`config.mk`:
```
export PLATFORM = sky130hd
export DESIGN_NAME = writeburst_avalon_master
export DESIGN_NICKNAME = d
export VERILOG_FILES = /design/src/rtl/writeburst_avalon_master.sv
export SDC_FILE = /design/constraint.sdc
export NUM_CORES = 1
export LEC_CHECK = 0
export ABC_AREA = 1
export ABC_CLOCK_PERIOD_IN_PS = 7800
export BUFFER_PORTS_ARGS = -buffer_cell sky130_fd_sc_hd__buf_2
export CAP_MARGIN = 25
export CORE_ASPECT_RATIO = 0.75
export CORE_MARGIN = 2
export CORE_UTILIZATION = 56
export DETAILED_ROUTE_END_ITERATION = 10
export PLACE_DENSITY = 0.86
export SLEW_MARGIN = 20
export SYNTH_ARGS = -nofsm -noshare
export SYNTH_HDL_FRONTEND = slang
export SYNTH_SLANG_ARGS = --single-unit
export TNS_END_PERCENT = 5
```
`constraint.sdc`:
```
create_clock -name clk -period 7.8 [get_ports clk]
set_input_delay 1.17 -clock clk [delete_from_list [all_inputs] [get_ports clk]]
set_output_delay 1.17 -clock clk [all_outputs]
set_load 0.05 [all_outputs]
```
`src/rtl/writeburst_avalon_master.sv`:
```
// Writeburst responder: turns one held writeburst request into a 1- or 2-beat
// Avalon-MM write burst and pulses writeburst_done once the last beat is taken.
module writeburst_avalon_master (
  input  logic        clk,
  input  logic        rst,
  input  logic        writeburst_do,
  output logic        writeburst_done,
  input  logic [31:0] writeburst_address,
  input  logic [1:0]  writeburst_dword_length,
  input  logic [3:0]  writeburst_byteenable_0,
  input  logic [3:0]  writeburst_byteenable_1,
  input  logic [55:0] writeburst_data,
  output logic [29:0] avm_address,
  output logic [31:0] avm_writedata,
  output logic [3:0]  avm_byteenable,
  output logic [1:0]  avm_burstcount,
  output logic        avm_write,
  input  logic        avm_waitrequest
);

  typedef enum logic [2:0] {IDLE, BEAT0, BEAT1, DONE, RELEASE} state_t;

  state_t      state, state_next;
  logic [31:0] dword1_q;
  logic [3:0]  be1_q;
  logic [1:0]  len_q;
  logic [63:0] shifted;
  logic [1:0]  req_len;
  logic        accept;
  logic        capture;

  // Data lands on byte lanes starting at the address byte offset.
  assign shifted = {8'd0, writeburst_data} << {writeburst_address[1:0], 3'b000};
  assign accept  = avm_write & ~avm_waitrequest;
  assign capture = (state == IDLE) & writeburst_do;

  // Clamp the requested dword count into the legal burst range 1..2.
  always_comb begin
    case (writeburst_dword_length)
      2'd0:    req_len = 2'd1;
      2'd3:    req_len = 2'd2;
      default: req_len = writeburst_dword_length;
    endcase
  end

  // Next-state logic for the burst sequencer.
  always_comb begin
    state_next = state;
    case (state)
      IDLE:    if (writeburst_do) state_next = BEAT0;
      BEAT0:   if (accept) state_next = (len_q == 2'd2) ? BEAT1 : DONE;
      BEAT1:   if (accept) state_next = DONE;
      DONE:    state_next = RELEASE;
      RELEASE: if (!writeburst_do) state_next = IDLE;
      default: state_next = IDLE;
    endcase
  end

  // State register.
  always_ff @(posedge clk or posedge rst) begin
    if (rst) state <= IDLE;
    else     state <= state_next;
  end

  // Registered Avalon outputs, done pulse and captured second-beat data.
  always_ff @(posedge clk or posedge rst) begin
    if (rst) begin
      avm_address     <= '0;
      avm_writedata   <= '0;
      avm_byteenable  <= '0;
      avm_burstcount  <= '0;
      avm_write       <= 1'b0;
      writeburst_done <= 1'b0;
      dword1_q        <= '0;
      be1_q           <= '0;
      len_q           <= '0;
    end else begin
      // Strobes follow the state being entered so they are glitch-free registers.
      avm_write       <= (state_next == BEAT0) || (state_next == BEAT1);
      writeburst_done <= (state_next == DONE);
      if (capture) begin
        avm_address    <= writeburst_address[31:2];
        avm_burstcount <= req_len;
        avm_writedata  <= shifted[31:0];
        avm_byteenable <= writeburst_byteenable_0;
        dword1_q       <= shifted[63:32];
        be1_q          <= writeburst_byteenable_1;
        len_q          <= req_len;
      end else if ((state == BEAT0) && accept && (len_q == 2'd2)) begin
        // Address and burstcount stay put for the second beat of the burst.
        avm_writedata  <= dword1_q;
        avm_byteenable <= be1_q;
      end
    end
  end

endmodule

```
# Yosys cells after proc, flatten, opt, wreduce, memory -nomap -nowiden

Index checks and enable logic that the tools add are counted.

Bits in registers: 109
Input port bits: 102
Output and inout bits: 70
Word-level logic and storage cells: 39

Equality and inequality tests: 9
Shift operators: 1
Mux-type cells: 11
Bitwise operators: 3
Reductions and logical operators: 6

Operators with widths:

| kind                                                             | number |
|---|---|
| 32-bit 2-to-1 mux                                                | 2 |
| 56-bit by 5-bit << shifter with 64-bit output                    | 1 |
| 3-bit one-hot mux with 5 select lines                            | 1 |
| 3-bit by 2-bit == test with 1-bit output (second input constant) | 4 |
| 3-bit 2-to-1 mux                                                 | 4 |
| 4-bit 2-to-1 mux                                                 | 2 |
| 3-bit by 1-bit == test with 1-bit output (second input constant) | 2 |
| 2-bit == test (second input constant)                            | 2 |
| 2-bit one-hot mux with 2 select lines                            | 1 |
| 3-bit == test (second input constant)                            | 1 |
| 3-bit zero test                                                  | 1 |
| 1-bit AND                                                        | 2 |
| 1-bit logical AND                                                | 2 |
| 2-bit zero test                                                  | 1 |
| 2-bit nonzero test                                               | 1 |
| 1-bit logical OR                                                 | 1 |
| 1-bit 2-to-1 mux                                                 | 1 |
| 1-bit inverter                                                   | 1 |

# Depth between registers and ports, before layout

Gate-level depths: netlist of run 1.

Depth after elaboration: 6
Depth in mapped cells: 9
Mapped depth without buffers: 8

# Worst setup path before layout of run 1

No wires, ideal clock.

Path kind: input to register
Start point: input writeburst_address[0]
End point: register dword1_q[16]
Setup time: 117 ps
Arrival: 1,939 ps
Required time: 7,683 ps
Path slack: 5,743 ps
Stages on the path: 8
Buffers on the path: 2
Path through: inv_1 -> buf_2 -> clkbuf_1 -> nand2_1 -> o21ai_0 -> nand2_1 -> nand3_1 -> nand2_1

Word-level cells in the longest chain between the ends: 1

RTL lines:

| item                                          | RTL line | source |
|---|---|---|
| from (decl)                                   | 8        | `input logic [31:0] writeburst_address,` |
| 56-bit by 5-bit << shifter with 64-bit output | 33       | `assign shifted = {8'd0, writeburst_data} << {writeburst_address[1:0], 3'b000};` |
| to (signal assigned)                          | 86       | `dword1_q <= shifted[63:32];` |
| to (decl)                                     | 24       | `logic [31:0] dword1_q;` |

No other way between the ends.
A chain may end at the register's enable or synchronous reset.

# Worst setup path after layout of run 1

Start point: input writeburst_address[0]
End point: register dword1_q[23]

Same word-level chain as after synthesis.

==> impl_metrics.py, run 1 <==
metrics = {
    "status": {
        "status": "finished, final reports clean",
    },
    "yosys": {
        "synth_top_family_by_area": "simple AND/OR/NAND/NOR gates",
        "synth_edf_count": 0,
        "synth.largest_area_cell": "dfrtp_1",
        "synth-seq-cells": 109,
        "synthAdderAreaFrac_pct": 0.442,
        "syn_nets": 901,
        "synth_warnings": 0,
        "synth_area_um2": 5660,
        "seq_area_frac_synth_pct": 48.2,
        "synth_cells": 797,
        "async_flop_share_pct": 100,
        "synth.distinct_cells": 20,
        "syn_area_per_cell_um2": 7.10,
        "synth.most_common_cell": "nand2_1",
        "synth_compound_area_share_pct": 5.09,
        "ys_top_cells_by_area": "dfrtp_1 (48%), nand2_1 (27%), nand3_1 (11%)",
        "synthFlopType": "dfrtp_1",
        "muxShareOfSynthArea_pct": 0,
        "netlist.area_leader.share_pct": 48.2,
        "synthTopCellsByCount": "nand2_1 (413), nand3_1 (126), dfrtp_1 (109)",
        "yosys.area_share.simple_pct": 40.0,
        "synthXorXnorAreaFrac_pct": 0,
    },
    "job": {
        "maxCapViolCount": 0,
    },
    "global_route": {
        "antenna_found_initial": 0,
        "grt_max_degree": 79,
        "overflow": 0,
        "grt_pass1_wl_um": 25700,
        "grt_pass1_vias": 5185,
        "grt_usage_pct": 29.7,
    },
    "setup_path": {
        "cp.required_ns": 8.04,
        "crit_arrival_ns": 3.44,
        "worst-r2r-cell-count": 6,
        "cp_max_fo": 58,
        "crit_type": "primary input to flop",
        "setup.worst_path.end_class": "flop",
        "crit_path_start_kind": "primary input",
    },
    "clocking": {
        "cts_tree": "built",
        "cts_root_buf": "clkbuf_16",
        "cts_hold_buf": 0,
        "clockBufferDepth": 2,
        "cts_sinks": 109,
        "htreeDepth": 3,
        "post-cts-setup-buffers": 0,
        "clock_latency_ns": 0.35,
        "clk_pin_slew_ns": 0.07,
        "cts_buffers": 9,
        "cts.repair.resized": 0,
    },
    "floorplanning": {
        "row_count": 31,
        "die_x_um": 120,
        "initial_core_util_pct": 58.1,
        "core_area_um2": 9740,
        "num_io_pins": 172,
        "die_h_um": 91.1,
        "die_area_um2": 10900,
    },
    "placement": {
        "portBuffers": 171,
        "gp_congestion": 0.953,
        "place_inst": 1055,
        "dpl.hpwl_um": 10600,
        "place_worst_setup_slack_ns": 4.35,
    },
    "route": {
        "num_vias": 5738,
        "wl_um": 15800,
        "antenna_left": 0,
        "drt-pass1-iter-count": 6,
        "wl_per_cell_um": 14.7,
        "drc": 0,
        "avgViaCountPerCell": 5.36,
        "drt-initial-drc-count": 571,
    },
    "final_layout": {
        "antenna_cells": 0,
        "layout.cells.non_filler": 1071,
        "nFillCells": 858,
        "nets": 1038,
        "area_growth_pct": 19.8,
        "drive_gt1_share_pct": 21.4,
    },
    "power_and_ir_drop": {
        "peakVddDrop_mv": 0.276,
        "power_density_nw_per_um2": 426,
        "cellLeakagePower_nw": 3.96,
    },
    "timing": {
        "min_period_ns": 3.20,
        "tns_ns": 0,
        "worst_slew_pin_slew_ns": 0.953,
        "relSlewSlack_pct": 36.5,
        "timing.fmax_mhz": 312,
        "slew_viol_final": 0,
        "timing_hold_violations_final": 0,
        "fin_crit_sh_pct": 41.0,
        "setup_slack_ns": 4.60,
        "rsz0062_at_grt": "no",
        "hold_ws_ns": 0.475,
        "setup_viol": 0,
        "finalClockSkew_ns": 0.00490,
    },
    "min_path": {
        "min_path_cells": 2,
        "hold_path_class": "flop to flop",
    },
}
==> layout by cell type, fill, tap and decap left out, types with 4 or more instances in the layout <==
cell type,n
a21oi_1,10
buf_2,171
buf_4,4
clkbuf_16,9
dfrtp_1,109
inv_1,26
nand2_1,413
nand3_1,126
nor2_1,6
o21ai_0,36
o22ai_1,8
==> sequential cells by signal (all words and copies together), names as in the netlist <==
| register | cells |
|---|---|
| avm_writedata | 32 |
| dword1_q | 32 |
| avm_address | 30 |
| avm_byteenable | 4 |
| be1_q | 4 |
| state | 3 |
| len_q | 2 |
| avm_write | 1 |
| writeburst_done | 1 |
==> report_power, final <==
| part | switching [W] | total, W | internal [W] | leakage (nW) |
|---|---|---|---|---|
| registers | 0.000116 | 0.000941 | 0.000825 | 1.37 |
| logic | 0.00113 | 0.00149 | 0.000351 | 2.44 |
| clock network | 0.000213 | 0.000463 | 0.000250 | 0.150 |
==> per-layer routing <==
layer / track usage, % / part of all wire (%)
met5: 0 / 0
met4: 10.2 / 2.5
met3: 5.97 / 9.2
met2: 41.2 / 43
met1: 46.1 / 45
==> worst paths after layout <==
path,from,endpoint,slack (ns)
hold reg to reg,dword1_q[1]$_DFFE_PP0P_,dword1_q[1]$_DFFE_PP0P_,0.47
setup reg to reg,state[1]$_DFF_PP0_,avm_writedata[11]$_DFFE_PP0P_,5.41
hold / removal,dword1_q[1]$_DFFE_PP0P_,dword1_q[1]$_DFFE_PP0P_,0.47
setup / recovery,writeburst_address[0],dword1_q[23]$_DFFE_PP0P_,4.60
min in group asynchronous,rst,avm_address[11]$_DFFE_PP0P_,0.93
max in group asynchronous,rst,dword1_q[19]$_DFFE_PP0P_,5.70
==> stage by stage <==
step	area, µm²	power [W]	util (%)
after floorplan	5660	0.00208	-
after global placement	6480	0.00239	66.6
after detailed placement	6480	0.00242	66.6
after CTS	6780	0.00289	69.6
after global routing	6780	0.00309	69.6
final	6780	0.00289	69.6
==> final cells by class <==
type                            count  area (µm²)  area share [%]
Multi-Input combinational cell    609        2590            38.2
Clock inverter                      7        71.3            1.05
Clock buffer                        9         225            3.32
Sequential cell                   109        2730            40.3
Tap cell                          132         165            2.44
Inverter                           30         115            1.70
Timing Repair Buffer              175         886            13.1
==> kinds of logic (layout without fill, tap and decap cells) <==
family,Yosys count,in the layout
AO/OA/AOI/OAI,55,55
adder cells (fa/ha/maj),2,2
buffers and inverters,79,221
flip-flops,109,109
AND/OR/NAND/NOR,552,552
==> critical path: stages <==
cell and delay, ns:
buf_2 0.67, inv_1 0.64, buf_4 0.41, o21ai_0 0.28, nand2_1 0.10, nand3_1 0.10
nand2_1 0.06
Note: power is estimated with default switching activity, not from simulation.
==> run 2: changes to the inputs <==
--- a/config.mk
+++ b/config.mk
@@ -5,15 +5,15 @@
 export SDC_FILE = /design/constraint.sdc
 export NUM_CORES = 1
 export LEC_CHECK = 0
-export ABC_AREA = 1
-export ABC_CLOCK_PERIOD_IN_PS = 7800
+export ABC_AREA = 0
+export ABC_CLOCK_PERIOD_IN_PS = 2650
 export BUFFER_PORTS_ARGS = -buffer_cell sky130_fd_sc_hd__buf_2
 export CAP_MARGIN = 25
 export CORE_ASPECT_RATIO = 0.75
 export CORE_MARGIN = 2
-export CORE_UTILIZATION = 56
+export CORE_UTILIZATION = 47
 export DETAILED_ROUTE_END_ITERATION = 10
-export PLACE_DENSITY = 0.86
+export PLACE_DENSITY = 0.77
 export SLEW_MARGIN = 20
 export SYNTH_ARGS = -nofsm -noshare
 export SYNTH_HDL_FRONTEND = slang
==> constraint.sdc (replaced) <==
create_clock -name clk -period 2.65 [get_ports clk]
set_input_delay 0.3975 -clock clk [delete_from_list [all_inputs] [get_ports clk]]
set_output_delay 0.3975 -clock clk [all_outputs]
set_load 0.05 [all_outputs]
==> impl_metrics.py, run 2 <==
metrics = {
    "floorplanning": {
        "initial_core_util_pct": 48.8,
        "die_x_um": 131,
        "row_count": 34,
        "num_io_pins": 172,
        "die_h_um": 99.6,
        "core_area_um2": 11700,
        "die_area_um2": 13100,
    },
    "setup_path": {
        "cp_max_fo": 64,
        "cp.required_ns": 2.90,
        "max_stage_delay_ns": 0.82,
        "setup.worst_path.end_class": "flop",
        "crit_chain": "or4b_4 > buf_12 > or3_1 > o211ai_1",
        "path_buf_inv": 1,
        "crit_type": "flop to flop",
        "cp_top_family": "simple AND/OR/NAND/NOR gates",
        "crit_path_start_kind": "flop",
        "crit_arrival_ns": 2.44,
        "cpMaxStageDelayCell": "or4b_4",
    },
    "timing": {
        "rsz0062_at_grt": "no",
        "tns_ns": 0,
        "min_period_ns": 2.19,
        "slew_viol_final": 0,
        "setup_viol": 0,
        "finalClockSkew_ns": 0.00685,
        "relSlewSlack_pct": 34.9,
        "fin_crit_sh_pct": 82.7,
        "timing_hold_violations_final": 0,
        "worst_slew_pin_slew_ns": 0.976,
        "timing.fmax_mhz": 456,
    },
    "placement": {
        "dpl.hpwl_um": 11000,
        "portBuffers": 171,
        "gp_congestion": 0.860,
        "place_area_um2": 6710,
    },
    "clocking": {
        "cts.repair.resized": 0,
        "cts_buffers": 9,
        "cts_sinks": 109,
        "cts_root_buf": "clkbuf_16",
        "htreeDepth": 3,
        "clock_latency_ns": 0.35,
        "clockBufferDepth": 2,
        "clk_pin_slew_ns": 0.07,
        "cts_tree": "built",
        "post-cts-setup-buffers": 0,
        "cts_hold_buf": 0,
    },
    "route": {
        "antenna_left": 0,
        "drt-pass1-iter-count": 4,
        "num_vias": 4983,
        "wl_per_cell_um": 17.4,
        "drt-initial-drc-count": 283,
        "drc": 0,
        "wl_um": 15400,
        "avgViaCountPerCell": 5.62,
    },
    "final_layout": {
        "final_cell_mix": "buf_2 (171), nand2_1 (132), dfrtp_1 (109)",
        "regArea_um2": 2730,
        "antenna_cells": 0,
        "multi_input_area_um2": 2690,
        "area_growth_pct": 23.5,
        "nFillCells": 1052,
        "final_area_um2": 7070,
        "nets": 823,
        "top_regs": "avm_writedata x32, dword1_q x32, avm_address x30",
        "final_common_cell": "buf_2",
        "drive_gt1_share_pct": 33.7,
    },
    "yosys": {
        "seq_area_frac_synth_pct": 47.7,
        "async_flop_share_pct": 100,
        "syn_nets": 679,
        "synth.most_common_cell": "nand2_1",
        "syn_area_per_cell_um2": 9.96,
        "synth-seq-cells": 109,
        "synth.distinct_cells": 41,
        "synth_area_um2": 5720,
        "synth_warnings": 0,
        "netlist.area_leader.share_pct": 47.7,
        "synth.largest_area_cell": "dfrtp_1",
        "synthFlopType": "dfrtp_1",
        "synthTopCellsByCount": "nand2_1 (132), dfrtp_1 (109), mux2i_1 (43)",
        "synth_edf_count": 0,
        "ys_top_cells_by_area": "dfrtp_1 (48%), nand2_1 (8.7%), mux2i_1 (7.5%)",
        "synth_cells": 575,
    },
    "global_route": {
        "overflow": 0,
        "grt_pass1_wl_um": 25200,
        "grt_max_degree": 65,
        "antenna_found_initial": 0,
        "grt_usage_pct": 24.0,
        "grt_pass1_vias": 4978,
    },
    "status": {
        "status": "finished, final reports clean",
    },
    "job": {
        "maxCapViolCount": 0,
    },
    "min_path": {
        "hold_path_class": "primary input to async pin",
    },
    "power_and_ir_drop": {
        "peakVddDrop_mv": 0.917,
        "cellLeakagePower_nw": 3.46,
        "power_density_nw_per_um2": 1310,
    },
}
run 2: cell types whose count changed after synthesis, sizes merged, moves of 9 or more:
| cell | before | now |
|---|---|---|
| o21ai | 36 | 25 |
| o31ai | 0 | 19 |
| o211ai | 1 | 39 |
| mux2i | 0 | 43 |
| clkbuf | 8 | 27 |
| mux2 | 0 | 25 |
| nand3 | 127 | 9 |
| nand2 | 415 | 132 |
| buf | 41 | 25 |
| or3 | 0 | 9 |
run 2: layer usage:
metal  vias to the layer above  global-route usage, %  share of wire [%]
li1                       2319                      -                  -
met1                      2428                   32.1                 44
met2                       206                   38.9                 46
met3                        30                   6.22                8.3
met4                         0                   6.77                2.0
met5                         -                      0                  0
run 2: path summary, 6_finish.rpt:
kind / from / end / slack [ns] / cells past startpoint
worst min register to register: avm_address[11]$_DFFE_PP0P_ / avm_address[11]$_DFFE_PP0P_ / 0.47 / 2
worst max register to register: state[2]$_DFF_PP0_ / avm_writedata[10]$_DFFE_PP0P_ / 0.46 / 4
min in group clk: writeburst_address[28] / avm_address[26]$_DFFE_PP0P_ / 0.24 / 3
worst max-delay path: state[2]$_DFF_PP0_ / avm_writedata[10]$_DFFE_PP0P_ / 0.46 / 4
worst min-delay path: rst / avm_write$_DFF_PP0_ / 0.11 / 2
max in group asynchronous: rst / avm_address[7]$_DFFE_PP0P_ / 1.79 / 3
run 2: area by class of cell:
class / count / area share [%]
Multi-Input combinational cell: 390 / 38.0
Tap cell: 162 / 2.87
Sequential cell: 109 / 38.6
Inverter: 24 / 1.33
Clock inverter: 7 / 1.95
Timing Repair Buffer: 185 / 14.1
Clock buffer: 9 / 3.18
run 2: power breakdown:
part / leakage (nW) / internal (W) / switching [W]
Clock: 0.175 / 0.00102 / 0.000613
Combinational: 1.96 / 0.00127 / 0.00338
Sequential: 1.33 / 0.00248 / 0.000464
run 2: logic make-up (layout without fill, tap and decap cells):
family                     after synthesis  count (layout)  synth area share, %
buffers and inverters                   76             225                 5.66
adders and majority gates                2               2                0.437
and+or+nand+nor                        185             185                 14.4
AOI/OAI and AO/OA                      127             127                 16.2
DFF                                    109             109                 47.7
muxes                                   76              76                 15.6
run 2: metrics by stage:
step / power [W] / utilization [%] / hold slack (ns) / cells / setup slack (ns)
after floorplan: 0.00644 / - / 0.449 / 575 / 0.793
after global placement: 0.00752 / 57.1 / 0.452 / 870 / 0.545
after detailed placement: 0.00764 / 57.1 / 0.457 / 870 / 0.488
after CTS: 0.00929 / 60.2 / 0.119 / 886 / 0.474
after global routing: 0.00978 / 60.2 / 0.155 / 886 / 0.384
final: 0.00923 / 60.2 / 0.112 / 886 / 0.459
==> run 3: changes to the inputs <==
--- a/config.mk
+++ b/config.mk
@@ -6,14 +6,14 @@
 export NUM_CORES = 1
 export LEC_CHECK = 0
 export ABC_AREA = 0
-export ABC_CLOCK_PERIOD_IN_PS = 2650
+export ABC_CLOCK_PERIOD_IN_PS = 2100
 export BUFFER_PORTS_ARGS = -buffer_cell sky130_fd_sc_hd__buf_2
 export CAP_MARGIN = 25
 export CORE_ASPECT_RATIO = 0.75
 export CORE_MARGIN = 2
-export CORE_UTILIZATION = 47
+export CORE_UTILIZATION = 52
 export DETAILED_ROUTE_END_ITERATION = 10
-export PLACE_DENSITY = 0.77
+export PLACE_DENSITY = 0.81
 export SLEW_MARGIN = 20
 export SYNTH_ARGS = -nofsm -noshare
 export SYNTH_HDL_FRONTEND = slang
==> constraint.sdc (replaced) <==
create_clock -name clk -period 2.1 [get_ports clk]
set_input_delay 0.315 -clock clk [delete_from_list [all_inputs] [get_ports clk]]
set_output_delay 0.315 -clock clk [all_outputs]
set_load 0.05 [all_outputs]
==> impl_metrics.py, run 3 (synthesized netlist as in run 2, its figures left out) <==
metrics = {
    "global_route": {
        "grt_pass1_vias": 4821,
        "overflow": 0,
        "grt_max_degree": 118,
        "antenna_found_initial": 1,
        "grt_usage_pct": 25.9,
        "grt_pass1_wl_um": 24400,
    },
    "timing": {
        "min_period_ns": 1.93,
        "fin_crit_sh_pct": 92.1,
        "finalClockSkew_ns": 0.00680,
        "timing.fmax_mhz": 517,
        "setup_viol": 0,
        "tns_ns": 0,
        "worst_slew_pin_slew_ns": 1.01,
        "rsz0062_at_grt": "no",
        "slew_viol_final": 0,
        "timing_hold_violations_final": 0,
        "relSlewSlack_pct": 33.0,
    },
    "final_layout": {
        "drive_gt1_share_pct": 34.3,
        "area_growth_pct": 23.6,
        "multi_input_area_um2": 2690,
        "nets": 830,
        "top_regs": "avm_writedata x32, dword1_q x32, avm_address x30",
        "final_common_cell": "buf_2",
        "nFillCells": 896,
        "regArea_um2": 2730,
        "final_cell_mix": "buf_2 (171), nand2_1 (132), dfrtp_1 (109)",
        "final_core_util_pct": 65.4,
    },
    "min_path": {
        "hold_path_class": "primary input to async pin",
    },
    "clocking": {
        "clockBufferDepth": 2,
        "post-cts-setup-buffers": 0,
        "cts_hold_buf": 0,
        "clk_pin_slew_ns": 0.07,
        "htreeDepth": 3,
        "cts_sinks": 109,
        "cts_tree": "built",
        "cts_buffers": 9,
        "clock_latency_ns": 0.35,
        "cts.repair.resized": 0,
        "cts_root_buf": "clkbuf_16",
    },
    "route": {
        "wl_per_cell_um": 17.7,
        "avgViaCountPerCell": 5.89,
        "drc": 0,
        "antenna_left": 0,
        "drt-initial-drc-count": 433,
        "wl_um": 15400,
        "drt-pass1-iter-count": 5,
        "num_vias": 5132,
    },
    "placement": {
        "gp_congestion": 0.871,
        "portBuffers": 171,
        "dpl.hpwl_um": 10700,
    },
    "floorplanning": {
        "num_io_pins": 172,
        "die_area_um2": 11900,
        "core_area_um2": 10800,
        "row_count": 33,
        "die_x_um": 125,
        "initial_core_util_pct": 52.9,
        "die_h_um": 94.9,
    },
    "setup_path": {
        "crit_chain": "or3b_1 > or2_1 > o221a_2",
        "crit_type": "flop to flop",
        "path_buf_inv": 0,
        "r2r_slack_ns": 0.17,
        "worst-r2r-cell-count": 3,
        "crit_path_start_kind": "flop",
        "setup.worst_path.end_class": "flop",
        "cpMaxStageDelayCell": "or2_1",
        "cp_max_fo": 23,
        "cp_top_family": "simple AND/OR/NAND/NOR gates",
        "crit_arrival_ns": 2.17,
        "reg2reg_from": "state[2]$_DFF_PP0_",
        "max_stage_delay_ns": 0.58,
        "timing.rr.end": "avm_writedata[20]$_DFFE_PP0P_",
        "cp.required_ns": 2.33,
    },
    "power_and_ir_drop": {
        "cellLeakagePower_nw": 3.48,
        "power_density_nw_per_um2": 1630,
        "peakVddDrop_mv": 0.990,
    },
    "job": {
        "maxCapViolCount": 0,
    },
    "status": {
        "status": "finished, final reports clean",
    },
}
run 3: power breakdown:
part	internal [W]	switching (W)	total (W)
combinational	0.00166	0.00433	0.00599
clock	0.00108	0.000777	0.00185
sequential	0.00314	0.000557	0.00369
total	0.00587	0.00566	0.0115
run 3: final cells by class:
class | instances | area share, %
diodes | 1 | 0.0354
clock buffers | 10 | 3.38
clock inverters | 6 | 1.22
inverters | 24 | 1.33
multi-input cells | 390 | 38.0
flip-flops and latches | 109 | 38.6
well taps | 140 | 2.48
repair buffers | 192 | 15.0
run 3: per-stage QoR:
stage | worst slack, ns | total power [W] | std cells | area, µm² | hold slack [ns]
floorplan | 0.243 | 0.00812 | 575 | 5730 | 0.393
global placement | 0.282 | 0.00952 | 855 | 6750 | 0.453
detailed placement | 0.212 | 0.00971 | 855 | 6750 | 0.457
CTS | 0.195 | 0.0116 | 871 | 7070 | 0.141
global route | 0.0890 | 0.0122 | 872 | 7070 | 0.147
finish | 0.166 | 0.0115 | 872 | 7070 | 0.139
run 3: worst reg2reg max path: cells and delay by family, from the launching register on:
family,cells,cell delay [ns]
simple gates,2,0.97
compound gates,1,0.45
flops,1,0.40
run 3: worst max path at each step:
stage                                    start  slack (ns)                            end  cells after the start
after floorplan           len_q[0]$_DFFE_PP0P_        0.24  avm_writedata[16]$_DFFE_PP0P_                      6
after global placement      state[2]$_DFF_PP0_        0.28  avm_writedata[20]$_DFFE_PP0P_                      3
after detailed placement    state[2]$_DFF_PP0_        0.21  avm_writedata[21]$_DFFE_PP0P_                      3
after CTS                   state[2]$_DFF_PP0_        0.19  avm_writedata[20]$_DFFE_PP0P_                      3
after global routing        state[2]$_DFF_PP0_        0.09  avm_writedata[20]$_DFFE_PP0P_                      3
final                       state[2]$_DFF_PP0_        0.17  avm_writedata[20]$_DFFE_PP0P_                      3
run 3: metal layers:
metal / wire length (µm) / up-vias / part of all wire (%) / global-route usage [%]
met5: 0 / - / 0 / 0
met2: 7230 / 242 / 47 / 41.2
met3: 1210 / 28 / 7.9 / 5.95
met1: 6680 / 2529 / 43 / 36.5
met4: 291 / 0 / 1.9 / 6.30
li1: - / 2333 / - / -
